--- src/rtl/pipe_stage_reg_if.sv ---
// rtl/pipe_stage_reg_if.sv - handshake, payload and status bundle for one pipeline stage register
interface pipe_stage_reg_if #(
    parameter int DW = 96,
    parameter int CW = 8
);
    logic          flush;
    logic          in_valid;
    logic          in_ready;
    logic [CW-1:0] in_ctrl;
    logic [DW-1:0] in_data;
    logic          out_valid;
    logic          out_ready;
    logic [CW-1:0] out_ctrl;
    logic [DW-1:0] out_data;
    logic [1:0]    occupancy;
    logic          halted;

    // Upstream/downstream environment side: drives beats in, consumes beats out
    modport master (
        output flush, in_valid, in_ctrl, in_data, out_ready,
        input  in_ready, out_valid, out_ctrl, out_data, occupancy, halted
    );

    // Stage side
    modport slave (
        input  flush, in_valid, in_ctrl, in_data, out_ready,
        output in_ready, out_valid, out_ctrl, out_data, occupancy, halted
    );
endinterface

--- src/rtl/pipe_stage_reg.sv ---
// rtl/pipe_stage_reg.sv - pipeline stage register with optional two-entry skid buffer, flush and sticky halt
module pipe_stage_reg #(
    parameter int DW       = 96,
    parameter int CW       = 8,
    parameter int SKID     = 1,
    parameter int HALT_BIT = 2
) (
    input logic            clk,
    input logic            rst,
    pipe_stage_reg_if.slave bus
);
    typedef enum logic [1:0] {
        S_EMPTY = 2'd0,
        S_FULL  = 2'd1,
        S_SKID  = 2'd2
    } stateT;

    stateT         stateQ;
    stateT         stateD;
    logic [CW-1:0] mainCtrl;
    logic [DW-1:0] mainData;
    logic [CW-1:0] skidCtrl;
    logic [DW-1:0] skidData;
    logic          haltedQ;

    logic          inReady;
    logic          outValid;
    logic [1:0]    occ;
    logic          acceptBeat;
    logic          transferBeat;
    logic          haltNow;

    // A halt beat only counts once it really leaves; a same-cycle flush squashes it instead
    assign acceptBeat   = bus.in_valid & inReady;
    assign transferBeat = outValid & bus.out_ready;
    assign haltNow      = transferBeat & mainCtrl[HALT_BIT] & ~bus.flush;

    // State register
    always_ff @(posedge clk or posedge rst) begin
        if (rst) begin
            stateQ <= S_EMPTY;
        end else begin
            stateQ <= stateD;
        end
    end

    // Next state: flush and halt both empty the stage and win over any handshake
    always_comb begin
        stateD = stateQ;
        if (bus.flush || haltedQ || haltNow) begin
            stateD = S_EMPTY;
        end else begin
            case (stateQ)
                S_EMPTY: begin
                    if (acceptBeat) stateD = S_FULL;
                end
                S_FULL: begin
                    if (acceptBeat && !transferBeat) stateD = S_SKID;
                    else if (!acceptBeat && transferBeat) stateD = S_EMPTY;
                end
                S_SKID: begin
                    if (transferBeat) stateD = S_FULL;
                end
                default: stateD = S_EMPTY;
            endcase
        end
    end

    // Outputs: skid build keeps in_ready independent of out_ready; reset holds it low
    always_comb begin
        outValid = (stateQ != S_EMPTY) && !haltedQ;
        if (SKID != 0) begin
            inReady = (stateQ != S_SKID) && !haltedQ && !bus.flush && !rst;
        end else begin
            inReady = (!outValid || bus.out_ready) && !haltedQ && !bus.flush && !rst;
        end
        case (stateQ)
            S_FULL:  occ = 2'd1;
            S_SKID:  occ = 2'd2;
            default: occ = 2'd0;
        endcase
    end

    // Beat storage: main always feeds the output, skid catches the beat that arrives while main stalls
    always_ff @(posedge clk or posedge rst) begin
        if (rst) begin
            mainCtrl <= '0;
            mainData <= '0;
            skidCtrl <= '0;
            skidData <= '0;
        end else if (bus.flush || haltNow) begin
            mainCtrl <= '0;
            skidCtrl <= '0;
        end else begin
            case (stateQ)
                S_EMPTY: begin
                    if (acceptBeat) begin
                        mainCtrl <= bus.in_ctrl;
                        mainData <= bus.in_data;
                    end
                end
                S_FULL: begin
                    if (acceptBeat && transferBeat) begin
                        mainCtrl <= bus.in_ctrl;
                        mainData <= bus.in_data;
                    end else if (acceptBeat) begin
                        skidCtrl <= bus.in_ctrl;
                        skidData <= bus.in_data;
                    end
                end
                S_SKID: begin
                    if (transferBeat) begin
                        mainCtrl <= skidCtrl;
                        mainData <= skidData;
                    end
                end
                default: begin
                    mainCtrl <= '0;
                    skidCtrl <= '0;
                end
            endcase
        end
    end

    // Sticky halt: set when the halt beat leaves, cleared only by reset
    always_ff @(posedge clk or posedge rst) begin
        if (rst) begin
            haltedQ <= 1'b0;
        end else if (haltNow) begin
            haltedQ <= 1'b1;
        end
    end

    assign bus.in_ready  = inReady;
    assign bus.out_valid = outValid;
    assign bus.out_ctrl  = outValid ? mainCtrl : '0;
    assign bus.out_data  = mainData;
    assign bus.occupancy = occ;
    assign bus.halted    = haltedQ;
endmodule

--- src/flat_wrapper.sv ---
// flat-port wrapper written by rule: the top's interface ports become plain ports
module pipe_stage_reg_flat 
#(
    parameter int DW       = 96,
    parameter int CW       = 8,
    parameter int SKID     = 1,
    parameter int HALT_BIT = 2
)
  (clk, rst, bus_flush, bus_in_valid, bus_in_ctrl, bus_in_data, bus_out_ready, bus_in_ready, bus_out_valid, bus_out_ctrl, bus_out_data, bus_occupancy, bus_halted);
  pipe_stage_reg_if #(.DW(DW), .CW(CW)) bus_i ();
  input logic clk;
  input logic rst;
  input wire logic [$bits(bus_i.flush)-1:0] bus_flush;
  input wire logic [$bits(bus_i.in_valid)-1:0] bus_in_valid;
  input wire logic [$bits(bus_i.in_ctrl)-1:0] bus_in_ctrl;
  input wire logic [$bits(bus_i.in_data)-1:0] bus_in_data;
  input wire logic [$bits(bus_i.out_ready)-1:0] bus_out_ready;
  output wire logic [$bits(bus_i.in_ready)-1:0] bus_in_ready;
  output wire logic [$bits(bus_i.out_valid)-1:0] bus_out_valid;
  output wire logic [$bits(bus_i.out_ctrl)-1:0] bus_out_ctrl;
  output wire logic [$bits(bus_i.out_data)-1:0] bus_out_data;
  output wire logic [$bits(bus_i.occupancy)-1:0] bus_occupancy;
  output wire logic [$bits(bus_i.halted)-1:0] bus_halted;
  assign bus_i.flush = bus_flush;
  assign bus_i.in_valid = bus_in_valid;
  assign bus_i.in_ctrl = bus_in_ctrl;
  assign bus_i.in_data = bus_in_data;
  assign bus_i.out_ready = bus_out_ready;
  assign bus_in_ready = bus_i.in_ready;
  assign bus_out_valid = bus_i.out_valid;
  assign bus_out_ctrl = bus_i.out_ctrl;
  assign bus_out_data = bus_i.out_data;
  assign bus_occupancy = bus_i.occupancy;
  assign bus_halted = bus_i.halted;
  pipe_stage_reg #(.DW(DW), .CW(CW), .SKID(SKID), .HALT_BIT(HALT_BIT)) u_core (.clk(clk), .rst(rst), .bus(bus_i));
endmodule
--- config.mk ---
export PLATFORM = sky130hd
export DESIGN_NAME = pipe_stage_reg_flat
export DESIGN_NICKNAME = d
export VERILOG_FILES = /design/src/rtl/pipe_stage_reg_if.sv /design/src/rtl/pipe_stage_reg.sv /design/src/flat_wrapper.sv
export SDC_FILE = /design/constraint.sdc
export NUM_CORES = 1
export LEC_CHECK = 0
export CAP_MARGIN = 20
export CORE_ASPECT_RATIO = 1.5
export CORE_MARGIN = 2
export CORE_UTILIZATION = 54
export DETAILED_ROUTE_END_ITERATION = 7
export PLACE_DENSITY = 0.87
export SLEW_MARGIN = 20
export SYNTH_ARGS = -nofsm -noshare
export SYNTH_HDL_FRONTEND = slang
export SYNTH_SLANG_ARGS = --single-unit
--- constraint.sdc ---
create_clock -name clk -period 20.9 [get_ports clk]
set_input_delay 4.18 -clock clk [delete_from_list [all_inputs] [get_ports clk]]
set_output_delay 4.18 -clock clk [all_outputs]
set_load 0.02 [all_outputs]
# Word-level counts from Yosys, hierarchy flattened
# Index checks and enable logic that the tools add are counted.
[classes]
add_sub_neg = 0
mul = 0
n_div = 0
magnitude_cmp = 0
n_eq_ne = 15
n_shift = 0
muxes = 20
bitwise_logic = 7
n_reduce_logical = 24
[ops]
columns = ["op", "count"]
rows = [
  ["$mux 96", 3],
  ["$pmux 96 s3", 1],
  ["$mux 8", 7],
  ["$pmux 8 s3", 1],
  ["$ne 3x1->1 const B", 6],
  ["$pmux 8 s2", 1],
  ["$mux 2", 5],
  ["$reduce_and 3->1", 3],
  ["$ne 2x1->1 const B", 4],
  ["$logic_and 1x1->1", 7],
  ["$pmux 2 s3", 1],
  ["$logic_not 1->1", 5],
  ["$reduce_and 5->1", 1],
  ["$and 1x1->1", 4],
  ["$ne 4x1->1 const B", 1],
  ["$pmux 2 s2", 1],
  ["$reduce_and 4->1", 1],
  ["$logic_or 1x1->1", 3],
  ["$ne 3x2->1 const B", 1],
  ["$not 1->1", 3],
  ["$reduce_bool 3->1", 1],
  ["$eq 2x1->1 const B", 1],
  ["$eq 2x2->1 const B", 1],
  ["$logic_not 2->1", 1],
  ["other kinds (3)", 3],
]
[word_totals]
regBits = 211
latchBits = 0
ramBits = 0
romBits = 0
inputBits = 109
out_inout_bits = 109
wordCells = 72
memories = 0

# Longest topological paths before layout
[logic_depth]
word_depth = 11
depth_mapped = 7
mapped_depth_nobuf = 4

# Worst setup path after synthesis
# Ideal clock, no wire load.
[synth_timing]
path_type = "input to output"
start = "input bus_flush"
end = "output bus_in_ready"
arrival_time_ns = 4.890
setup_slack_ns = 11.830
path_stages = 1
n_path_buf = 0
path_cell_list = "nor4_1"
[synth_via]
elab_chain_len = 3
[synth_rtl]
columns = ["element", "line", "rtl"]
rows = [
  ["from (decl)", "flat_wrapper.sv:13", "input wire logic [$bits(bus_i.flush)-1:0] bus_flush;"],
  ["$logic_not 1->1", "pipe_stage_reg.sv:73", "inReady = (stateQ != S_SKID) && !haltedQ && !bus.flush && !rst;"],
  ["$logic_and 1x1->1 (2 in series)", "pipe_stage_reg.sv:73", ""],
  ["to (decl)", "flat_wrapper.sv:18", "output wire logic [$bits(bus_i.in_ready)-1:0] bus_in_ready;"],
]
# No other way between the ends.

# Worst setup path after layout
# Same ends and word-level chain as after synthesis.

==> impl_metrics.py <==
metrics = {
    "run_status": {
        "status": "finished, final reports clean",
    },
    "clock_tree": {
        "cts.sinks": 211,
        "h-tree-depth": 1,
        "path_clk_slew_ns": 0.06,
        "cts_hold_buf": 0,
        "clock_path_buffers": 3,
        "clkLatencyLatePin_ns": 0.49,
        "cts_resized": 0,
        "post-cts-setup-buffers": 0,
        "cts_tree": "built",
        "cts_made_buffers": 20,
        "root_buffer": "clkbuf_16",
    },
    "power_and_ir_drop": {
        "power_w": 0.001171,
        "p_sw_share_pct": 27.15,
        "seq_power_share_pct": 44.8,
        "p_per_area_nw_per_um2": 95.07,
        "ir_drop_mv": 0.08147,
        "p_sw_w": 0.0003180,
        "power.internal_w": 0.0008533,
        "p_leak_nw": 5.406,
        "combPwrFrac_pct": 23.9,
        "p_clk_share_pct": 31.3,
    },
    "layout": {
        "layout_common_cells": "mux2_2 (249), clkdlybuf4s50_1 (217), dfrtp_1 (211)",
        "fill_cells": 1123,
        "regArea_sq_um": 5280,
        "nets": 944,
        "syn2layout_area_growth_pct": 32.02,
        "multiInputGateArea_sq_um": 3885,
        "antenna_cells": 0,
        "drive_above_1_share_pct": 34.63,
        "final_common_cell": "mux2_2",
    },
    "timing": {
        "hold_violations": 0,
        "clock_skew_ns": 0.005991,
        "finalSetupTns_ns": 0,
        "fmax_ghz": 0.1011,
        "slew_viol_final": 0,
        "setup-violations-final": 0,
        "min_period_over_period_pct": 47.35,
        "worstMarginPinSlew_ns": 1.030,
        "rsz0062_at_grt": "false",
        "relSlewSlack_pct": 30.38,
        "min_period_ns": 9.896,
    },
    "synthesis": {
        "ys_seq_area_share_pct": 56.58,
        "synth-adder-area-share_pct": 0,
        "synth_top_family_by_area": "multiplexers",
        "netlist_area_sq_um": 9333,
        "synth-simple-area-share_pct": 3.378,
        "synth_nets": 737,
        "synth-xor-area-share_pct": 0,
        "synth_compound_area_share_pct": 2.212,
        "synthDominantCellAreaShare_pct": 56.58,
        "synth_cells": 628,
        "ys_ff_latch": 211,
        "muxShareOfSynthArea_pct": 35.73,
        "synthArstFlopShare_pct": 100.0,
        "synth_top_area_cell": "dfrtp_1",
        "ys_types": 32,
        "ys.flop_type": "dfrtp_1",
        "synth_edf_count": 0,
        "avgSynthCellArea_sq_um": 14.86,
        "ys_warn_count": 0,
        "synth.top_cells.by_area": "dfrtp_1 (57%), mux2_2 (30%), mux2_1 (4.8%)",
    },
    "global_routing": {
        "antenna_found_initial": 0,
        "grt_max_degree": 135,
        "track_usage_pct": 23.14,
        "grt_overflow_total": 0,
        "grt_pass1_vias": 6688,
        "grt_pass1_wl_um": 34200,
    },
    "route": {
        "viasPerCell": 5.591,
        "first_pass_iters": 4,
        "wire_per_inst_um": 20.20,
        "ant_nets": 0,
        "drtIter0Drc": 326,
        "vias": 5904,
        "routed_wl_um": 21330,
        "drc": 0,
    },
    "run": {
        "maxCapViolCount": 0,
    },
    "critical_path": {
        "slowest_stage": "clkdlybuf4s50_1",
        "path_cells": "clkdlybuf4s50_1 -> nor4_1 -> clkdlybuf4s50_1",
        "critPathCaptureType": "output pin",
        "critical-path-top-delay-family": "buffers and inverters",
        "critical_path_class": "in2out",
        "worst-path-buf-inv": 2,
        "cpMostUsedCell": "clkdlybuf4s50_1",
        "critPathMaxStageDelay_ns": 0.65,
        "start_kind": "primary input",
        "cp.required_ns": 16.72,
        "cp.arrival_ns": 5.72,
        "cp_max_fo": 8,
    },
    "placement": {
        "portBuffers": 217,
        "gp_congestion": 0.8155,
        "dpl.hpwl_um": 14680,
    },
    "die": {
        "die_h_um": 165.0,
        "dieWidth_um": 111.3,
        "initial_core_util_pct": 55.43,
        "core_sq_um": 16840,
        "ios": 218,
        "row_count": 58,
        "dieArea_sq_um": 18370,
    },
    "worst_hold_path": {
        "hp-class": "reg2reg",
    },
}
metal layers:
| metal | vias to the layer above | global-route usage, % | part of all wire (%) |
|---|---|---|---|
| li1 | 2668 | - | - |
| met4 | 0 | 8.081 | 3.2 |
| met5 | - | 0 | 0 |
| met2 | 182 | 45.37 | 56 |
| met1 | 3010 | 25.01 | 36 |
| met3 | 44 | 3.853 | 4.5 |
final timing paths:
kind	depth (start not counted)	start	end	slack, ns
min in group asynchronous	2	rst	u_core.stateQ[0]	4.36
max	3	bus_flush	bus_in_ready	11.00
min	1	u_core.bus.out_data[33]	u_core.bus.out_data[33]	0.49
max reg2reg	7	u_core.stateQ[1]	u_core.bus.out_data[70]	17.17
min reg2reg	1	u_core.bus.out_data[33]	u_core.bus.out_data[33]	0.49
max in group asynchronous	3	rst	u_core.bus.out_data[47]	15.04
cell type report:
cell class / instances / area share (%)
sequential: 211 / 42.86
multi-input combinational: 377 / 31.53
timing repair buffer: 224 / 18.06
clock buffer: 28 / 4.722
tap: 210 / 2.133
clock inverter: 5 / 0.6093
inverter: 1 / 0.09140
cells in the mapped netlist (6+ instances only):
cell type,n
a21oi_1,10
a22o_1,8
and2_1,8
and3_1,8
buf_2,7
clkbuf_1,25
dfrtp_1,211
mux2_1,40
mux2_2,249
mux2i_1,8
nor2_1,6
nor2b_1,11
nor3_1,7
stage by stage:
step                cell area, sq um  cells  util [%]  hold slack (ns)  setup slack (ns)
finish                         12320   1056     73.18           0.4912             11.00
global route                   12320   1056     73.18           0.5034             10.94
CTS                            12320   1056     73.17           0.4953             11.03
detailed placement             11660   1023     69.27           0.4800             11.04
global placement               11660   1023     69.27           0.4735             11.06
floorplan                       9333    628         -           0.4582             10.95
logic make-up after synthesis:
family | count (synthesis)
AOI/OAI and AO/OA | 28
buffers and inverters | 40
DFF | 211
muxes | 297
and+or+nand+nor | 52
power groups by stage:
| stage | Combinational [W] | Sequential (W) | Clock [W] |
|---|---|---|---|
| after floorplan | 0.0000897 | 0.000574 | 0 |
| after global placement | 0.000273 | 0.000525 | 0 |
| after detailed placement | 0.000282 | 0.000531 | 0 |
| final | 0.000280 | 0.000525 | 0.000367 |
| after global routing | 0.000296 | 0.000533 | 0.000390 |
| after CTS | 0.000284 | 0.000525 | 0.000375 |
sequential cells by signal, indices dropped and copies added, names as in the netlist:
register / flops
u_core.bus.halted: 1
u_core.bus.out_data: 96
u_core.mainCtrl: 8
u_core.skidCtrl: 8
u_core.skidData: 96
u_core.stateQ: 2
(Power assumes the default switching activity.)
